==> src/rtl/vga_sync_gen.sv <==
// rtl/vga_sync_gen.sv - VGA raster timing: counters, syncs, active qualifier, strobes, frame count
module vga_sync_gen #(
  parameter int c_TOTAL_COLS  = 800,
  parameter int c_TOTAL_ROWS  = 525,
  parameter int c_ACTIVE_COLS = 640,
  parameter int c_ACTIVE_ROWS = 480,
  parameter int c_H_FRONT     = 16,
  parameter int c_H_SYNC      = 96,
  parameter int c_V_FRONT     = 10,
  parameter int c_V_SYNC      = 2
) (
  input  logic       i_Clk,
  input  logic       i_Rst_n,
  input  logic       i_Pix_En,
  output logic       o_HSync,
  output logic       o_VSync,
  output logic [9:0] o_Col_Count,
  output logic [9:0] o_Row_Count,
  output logic       o_Active,
  output logic       o_Line_Start,
  output logic       o_Frame_Start,
  output logic [7:0] o_Frame_Count
);

  // Counter wrap points and sync windows, sized to the 10-bit counters.
  localparam logic [9:0] c_COL_LAST   = 10'(c_TOTAL_COLS - 1);
  localparam logic [9:0] c_ROW_LAST   = 10'(c_TOTAL_ROWS - 1);
  localparam logic [9:0] c_COL_ACTIVE = 10'(c_ACTIVE_COLS);
  localparam logic [9:0] c_ROW_ACTIVE = 10'(c_ACTIVE_ROWS);
  localparam logic [9:0] c_HS_FIRST   = 10'(c_ACTIVE_COLS + c_H_FRONT);
  localparam logic [9:0] c_HS_LAST    = 10'(c_ACTIVE_COLS + c_H_FRONT + c_H_SYNC - 1);
  localparam logic [9:0] c_VS_FIRST   = 10'(c_ACTIVE_ROWS + c_V_FRONT);
  localparam logic [9:0] c_VS_LAST    = 10'(c_ACTIVE_ROWS + c_V_FRONT + c_V_SYNC - 1);

  // Reject timings whose back porch would be negative or whose counts overflow 10 bits.
  generate
    if (c_ACTIVE_COLS + c_H_FRONT + c_H_SYNC > c_TOTAL_COLS) begin : g_bad_h_timing
      $error("vga_sync_gen: active + front + sync columns exceed total columns");
    end
    if (c_ACTIVE_ROWS + c_V_FRONT + c_V_SYNC > c_TOTAL_ROWS) begin : g_bad_v_timing
      $error("vga_sync_gen: active + front + sync rows exceed total rows");
    end
    if (c_TOTAL_COLS > 1024 || c_TOTAL_ROWS > 1024 || c_TOTAL_COLS < 2 || c_TOTAL_ROWS < 1)
    begin : g_bad_range
      $error("vga_sync_gen: total columns/rows must fit the 10-bit counters");
    end
    if (c_H_SYNC < 1 || c_V_SYNC < 1) begin : g_bad_sync
      $error("vga_sync_gen: sync pulses must be at least one unit wide");
    end
  endgenerate

  logic       col_wrap;
  logic       row_wrap;
  logic [9:0] col_d;
  logic [9:0] row_d;
  logic       hsync_d;
  logic       vsync_d;
  logic       active_d;
  logic       line_start_d;
  logic       frame_start_d;

  // Next pixel position; decodes use it so registered outputs line up with the counts.
  always_comb begin
    col_wrap = (o_Col_Count == c_COL_LAST);
    row_wrap = (o_Row_Count == c_ROW_LAST);
    col_d    = col_wrap ? 10'd0 : o_Col_Count + 10'd1;
    row_d    = o_Row_Count;
    if (col_wrap) begin
      row_d = row_wrap ? 10'd0 : o_Row_Count + 10'd1;
    end
  end

  // Sync, qualifier and strobe decode of the next pixel position.
  always_comb begin
    hsync_d       = !((col_d >= c_HS_FIRST) && (col_d <= c_HS_LAST));
    vsync_d       = !((row_d >= c_VS_FIRST) && (row_d <= c_VS_LAST));
    active_d      = (col_d < c_COL_ACTIVE) && (row_d < c_ROW_ACTIVE);
    line_start_d  = (col_d == 10'd0);
    frame_start_d = line_start_d && (row_d == 10'd0);
  end

  // Raster state: advances on enabled edges, strobes are dropped on disabled ones.
  always_ff @(posedge i_Clk or negedge i_Rst_n) begin
    if (!i_Rst_n) begin
      o_Col_Count   <= c_COL_LAST;
      o_Row_Count   <= c_ROW_LAST;
      o_HSync       <= 1'b1;
      o_VSync       <= 1'b1;
      o_Active      <= 1'b0;
      o_Line_Start  <= 1'b0;
      o_Frame_Start <= 1'b0;
      o_Frame_Count <= 8'd0;
    end else if (i_Pix_En) begin
      o_Col_Count   <= col_d;
      o_Row_Count   <= row_d;
      o_HSync       <= hsync_d;
      o_VSync       <= vsync_d;
      o_Active      <= active_d;
      o_Line_Start  <= line_start_d;
      o_Frame_Start <= frame_start_d;
      if (frame_start_d) begin
        o_Frame_Count <= o_Frame_Count + 8'd1;
      end
    end else begin
      o_Line_Start  <= 1'b0;
      o_Frame_Start <= 1'b0;
    end
  end

endmodule

==> config.mk <==
export PLATFORM = sky130hd
export DESIGN_NAME = vga_sync_gen
export DESIGN_NICKNAME = d
export VERILOG_FILES = /design/src/rtl/vga_sync_gen.sv
export SDC_FILE = /design/constraint.sdc
export NUM_CORES = 1
export LEC_CHECK = 0
export BUFFER_PORTS_ARGS = -buffer_cell sky130_fd_sc_hd__buf_2
export CORE_MARGIN = 2
export CORE_UTILIZATION = 50
export DETAILED_ROUTE_END_ITERATION = 16
export GPL_ROUTABILITY_DRIVEN = 0
export PLACE_DENSITY = 0.71
export SLEW_MARGIN = 20
export SYNTH_ARGS = -nofsm -noshare
export SYNTH_HDL_FRONTEND = slang
export SYNTH_SLANG_ARGS = --single-unit
==> constraint.sdc <==
create_clock -name i_Clk -period 2.8 [get_ports i_Clk]
set_input_delay 0.42 -clock i_Clk [delete_from_list [all_inputs] [get_ports i_Clk]]
set_output_delay 0.42 -clock i_Clk [all_outputs]
set_load 0.01 [all_outputs]
==> qor.yml, run 1 <==
timing:
  finalClockSkew_ns: 0.00615
  tns_ns: 0
  maxSlewViolCount: 0
  fin_crit_ns: 2.62
  finalWorstSetupSlack_ns: 0.180
  finalSetupViolCount: 0
  rsz0062_at_grt: "false"
  hold_viol: 0
  fmax_ghz: 0.382
  tightest_slew_ns: 0.727
  slew_headroom: 0.515
  period_share: 0.936
power_and_ir_drop:
  p_int_mw: 0.971
  combPwrFrac: 0.242
  leakage_nw: 1.21
  p_per_area_mw_per_mm2: 517
  power_frac_clock: 0.327
  swShare: 0.344
  ir_worst_vdd_v: 0.000292
  p_sw_mw: 0.508
  seq_power_share: 0.432
finish:
  area_growth_pct: 16.7
  fillers: 432
  drive_above_1_share: 0.283
  antennaDiodeCount: 0
  nets: 329
clock_tree:
  worstSkewPairLatency_ns: 0.29
  cts_tree: "built"
  clockBufferDepth: 2
  clock-sinks: 33
  cts_setup_buffers: 0
  cts_made_buffers: 5
  clockRootBuffer: "clkbuf_8"
  clkTransAtPathRegs_ns: 0.07
  cts_max_level: 2
  cts_hold_buffers: 0
  cts_resized: 0
synth:
  synth_edf_count: 0
  synth_top_area_frac: 0.214
  synth_cell_type_count: 58
  dominantRegCellSynth: "dfrtp_1"
  ys_seq_elements: 33
  avgSynthCellArea_um2: 8.76
  synthesis.nets: 289
  syn-cell-area_mm2: 0.00245
  seq_area_frac_synth: 0.343
  synth_top_cell_by_area: "dfrtp_1"
  synth_warnings: 0
  synth_area_leaders: "dfrtp_1, dfstp_2, xnor2_1"
  synth-async-reset-ratio: 1.00
  synthCells: 280
detailed_routing:
  vias: 2287
  final_antenna_net_count: 0
  routedWlPerCell_um: 15.7
  initialDrtViolationCount: 170
  route.detailed.drc: 0
  via_per_inst: 5.89
  first_pass_iters: 5
  drt_wl_total_um: 6090
worst_setup_path:
  cp-start-kind: "flop"
  crit_chain: "ha_1 -> nand4_4 -> o22a_1 -> a311oi_2 -> a21oi_2 -> nor4_4 -> mux2_4"
  crit_buf_inv: 0
  cp.depth: 7
  cp-startpoint: "o_Col_Count[0]"
  slowest_delay_ns: 0.60
  end_kind: "flop"
  cp_slowest_cell: "dfstp_2"
  crit_family: "compound AO/OA/AOI/OAI gates"
  setup.worst_path.class: "flop to flop"
  required_ns: 2.98
  critPathMaxFanout: 8
  reg2reg_depth: 7
  worst_ep_arrival_time_ns: 2.80
  r2r_start: "o_Col_Count[0]"
place:
  dp_slack_ns: 0.109
  port_buffers: 35
  place_hpwl_um: 4450
flow_run:
  maxCapViolations: 0
floorplan:
  die_h_um: 74.1
  die-area_mm2: 0.00548
  ios: 36
  die_w_um: 74.1
  start_util: 0.519
  core_mm2: 0.00472
  fp-row-count: 25
global_route:
  gr-total-overflow: 0
  grt_max_degree: 34
  grt_pass1_vias: 2098
  grt.total_usage: 0.236
  antenna_found_initial: 0
  grt_pass1_wl_um: 10000
outcome:
  status: "completed"
worst_hold_path:
  min_path_type: "input port to async pin"
## sequential cells by signal, summed over array words and instances (netlist names)
register       flops
o_Row_Count       10
o_VSync            1
o_Frame_Count      8
o_Active           1
o_Frame_Start      1
o_HSync            1
o_Line_Start       1
o_Col_Count       10
## cell usage in the layout, fill, tap and decap left out, drive strengths merged, types with 3 or more instances in the layout
master | netlist | layout
nor3 | 8 | 8
o31ai | 6 | 6
or2 | 4 | 4
nand2 | 18 | 18
and4 | 4 | 4
nor2 | 21 | 21
nand3 | 24 | 24
xnor2 | 16 | 16
a21oi | 8 | 8
buf | 15 | 55
o21ai | 16 | 16
and3 | 6 | 6
xor2 | 6 | 6
dfrtp | 21 | 21
clkbuf | 7 | 6
ha | 6 | 6
inv | 14 | 14
nor4 | 11 | 11
o311ai | 3 | 3
nand2b | 3 | 3
dfstp | 12 | 12
nand4 | 14 | 14
a31oi | 4 | 4
## final timing paths
path,slack (ns),to
max in group asynchronous,2.16,o_Line_Start
setup reg to reg,0.18,o_Frame_Count[1]
setup / recovery,0.18,o_Frame_Count[1]
min in group i_Clk,0.47,o_Frame_Count[7]
hold / removal,0.18,o_Row_Count[7]
hold reg to reg,0.47,o_Frame_Count[7]
## kinds of logic after synthesis
kind of cell	share of synthesized area
buffers and inverters	0.0719
and+or+nand+nor	0.294
muxes	0.0143
AOI/OAI and AO/OA	0.168
DFF	0.343
xor gates and xnor gates	0.0785
adders and majority gates	0.0306
## cell usage after synthesis, drive strengths merged, types with 6 or more instances
cell type  instances
dfstp             12
nand2             18
a21oi              8
xor2               6
dfrtp             21
nand4             14
inv               14
nor2              21
ha                 6
nand3             24
o21ai             16
nor3               8
nor4              11
o31ai              6
buf               15
xnor2             16
clkbuf             7
and3               6
## per-layer routing
layer / global-route usage / routed length, µm / vias to the layer above / share of wire
met1: 0.335 / 2910 / 1095 / 0.48
met3: 0.0488 / 388 / 9 / 0.064
met5: 0 / 0 / - / 0
met2: 0.358 / 2710 / 75 / 0.44
li1: - / - / 1108 / -
met4: 0.0808 / 89 / 0 / 0.015
## power groups by stage
stage	combinational, mW	clock, mW	sequential (mW)
after floorplan	0.297	0	0.596
after detailed placement	0.348	0	0.645
after global placement	0.341	0	0.641
after CTS	0.350	0.490	0.636
after global routing	0.395	0.507	0.648
final	0.357	0.483	0.639
## metrics by stage
stage	hold WS (ns)	instances	util	total power [mW]	instance area [µm²]
3_3_place_gp	0.452	380	0.580	0.981	2740
3_5_place_dp	0.452	380	0.580	0.993	2740
2_1_floorplan	0.124	280	-	0.892	2450
6_report	0.179	388	0.606	1.48	2860
4_1_cts	0.208	388	0.605	1.48	2860
5_1_grt	0.251	388	0.606	1.55	2860
## area by class of cell
type | count | area [µm²] | share of cell area
Timing Repair Buffer | 55 | 325 | 0.114
Sequential cell | 33 | 841 | 0.294
Inverter | 14 | 52.6 | 0.0183
Clock buffer | 6 | 82.6 | 0.0288
Tap cell | 67 | 83.8 | 0.0293
Clock inverter | 2 | 37.5 | 0.0131
Multi-Input combinational cell | 211 | 1440 | 0.503
Note: power is estimated with default switching activity, not from simulation.
==> inputs of run 2 (changes only) <==
BUFFER_PORTS_ARGS = unset   (was -buffer_cell sky130_fd_sc_hd__buf_2)
DONT_BUFFER_PORTS = 1   (was unset)
PLACE_DENSITY = unset   (was 0.71)
==> qor.yml, run 2 (synthesis gave the netlist of run 1 again) <==
outcome:
  status: "completed"
timing:
  period_share: 0.923
  finalWorstSetupSlack_ns: 0.215
  maxSlewViolCount: 0
  slew_headroom: 0.697
  finalSetupViolCount: 0
  fmax_ghz: 0.387
  hold_viol: 0
  tns_ns: 0
  fin_crit_ns: 2.59
  rsz0062_at_grt: "false"
  finalClockSkew_ns: 0.00820
  tightest_slew_ns: 0.447
worst_setup_path:
  reg2reg_depth: 7
  cp_slowest_cell: "dfstp_2"
  crit_family: "simple AND/OR/NAND/NOR gates"
  cp-start-kind: "flop"
  cp.depth: 7
  end_kind: "flop"
  setup.worst_path.class: "flop to flop"
  slowest_delay_ns: 0.54
  rrSetupSlack_ns: 0.21
  worst_ep_arrival_time_ns: 2.76
  required_ns: 2.98
  crit_buf_inv: 0
  crit_chain: "ha_1 -> and4_1 -> nand4_1 -> mux2i_1 -> o2111ai_4 -> nor4_4 -> mux2_4"
  critPathMaxFanout: 7
finish:
  drive_above_1_share: 0.194
  area_growth_pct: 10.4
  fillers: 415
  nets: 296
  final_cell_mix: "nand3_1, nor2_1, dfrtp_1, buf_4, nand2_1"
  antennaDiodeCount: 0
  final_common_cell: "nand3_1"
  top_regs: "o_Col_Count x10, o_Row_Count x10, o_Frame_Count x8"
clock_tree:
  clock-sinks: 33
  cts_max_level: 2
  clkTransAtPathRegs_ns: 0.08
  cts_hold_buffers: 2
  worstSkewPairLatency_ns: 0.29
  cts_setup_buffers: 0
  clockRootBuffer: "clkbuf_8"
  cts_tree: "built"
  cts_made_buffers: 5
  clockBufferDepth: 2
  cts_resized: 0
floorplan:
  die_w_um: 74.1
  die_h_um: 74.1
  ios: 36
  core_mm2: 0.00472
  die-area_mm2: 0.00548
  fp-row-count: 25
  start_util: 0.519
detailed_routing:
  wl_met1_um: 2820
  first_pass_iters: 4
  initialDrtViolationCount: 189
  via_per_inst: 5.90
  vias: 2095
  final_antenna_net_count: 0
  route.detailed.drc: 0
  top_layer_used: "met4"
  wl_met3_um: 470
  wl_met2_um: 2630
  drt_wl_total_um: 5960
  routedWlPerCell_um: 16.8
global_route:
  gr-total-overflow: 0
  grt_pass1_vias: 1934
  grt.total_usage: 0.233
  antenna_found_initial: 0
  grt_pass1_wl_um: 9860
  grt_max_degree: 34
place:
  dp_slack_ns: 0.208
  place_hpwl_um: 4300
  port_buffers: 0
power_and_ir_drop:
  p_per_area_mw_per_mm2: 525
  ir_worst_vdd_v: 0.000290
  leakage_nw: 1.05
flow_run:
  maxCapViolations: 0
worst_hold_path:
  hold-path-cell-count: 1
  min_path_type: "input port to flop"
run 2: cell types whose count changed in the layout (fill, tap and decap cells not counted):
cell	delta
nand3_1	+1
dlygate4sd3_1	+1
clkinv_4	+1
buf_2	-35
clkbuf_8	-1
nand3_2	-1
buf_12	+1
run 2: layer usage:
layer,track usage,vias to the layer above
li1,-,1042
met1,0.341,981
met2,0.338,68
met3,0.0637,4
met4,0.0626,0
met5,0,-
run 2: worst register-to-register path, cell delays in order, from the launching register on:
cell and delay, ns:
dfstp_2 0.54, ha_1 0.28, and4_1 0.31, nand4_1 0.15, mux2i_1 0.27, o2111ai_4 0.23
nor4_4 0.37, mux2_4 0.33
run 2: final timing paths:
kind | from | to
max | o_Col_Count[0] | o_Frame_Count[1]
min | i_Pix_En | o_HSync
max reg2reg | o_Col_Count[0] | o_Frame_Count[1]
min reg2reg | o_HSync | o_HSync
max in group asynchronous | i_Rst_n | o_Row_Count[9]
min in group asynchronous | i_Rst_n | o_Row_Count[0]
run 2: final cells by class:
| type | instances | area, µm² | share of cell area |
|---|---|---|---|
| clock buffer | 5 | 68.8 | 0.0254 |
| clock inverter | 3 | 46.3 | 0.0171 |
| inverter | 14 | 52.6 | 0.0194 |
| multi-input combinational | 211 | 1440 | 0.530 |
| sequential | 33 | 841 | 0.310 |
| tap | 67 | 83.8 | 0.0309 |
| timing repair buffer | 22 | 180 | 0.0665 |
run 2: where the power goes:
part / leakage, nW / switching [mW] / internal [mW]
clock: 0.0543 / 0.195 / 0.266
combinational: 0.593 / 0.199 / 0.125
sequential: 0.402 / 0.0986 / 0.539
run 2: stage by stage:
stage | power (mW) | hold WS (ns) | instance area, µm² | instances | utilization
after floorplan | 0.892 | 0.124 | 2450 | 280 | -
after global placement | 0.952 | 0.125 | 2560 | 345 | 0.543
after detailed placement | 0.953 | 0.125 | 2560 | 345 | 0.543
after CTS | 1.44 | 0.169 | 2710 | 355 | 0.574
after global routing | 1.50 | 0.165 | 2710 | 355 | 0.574
final | 1.42 | 0.178 | 2710 | 355 | 0.574
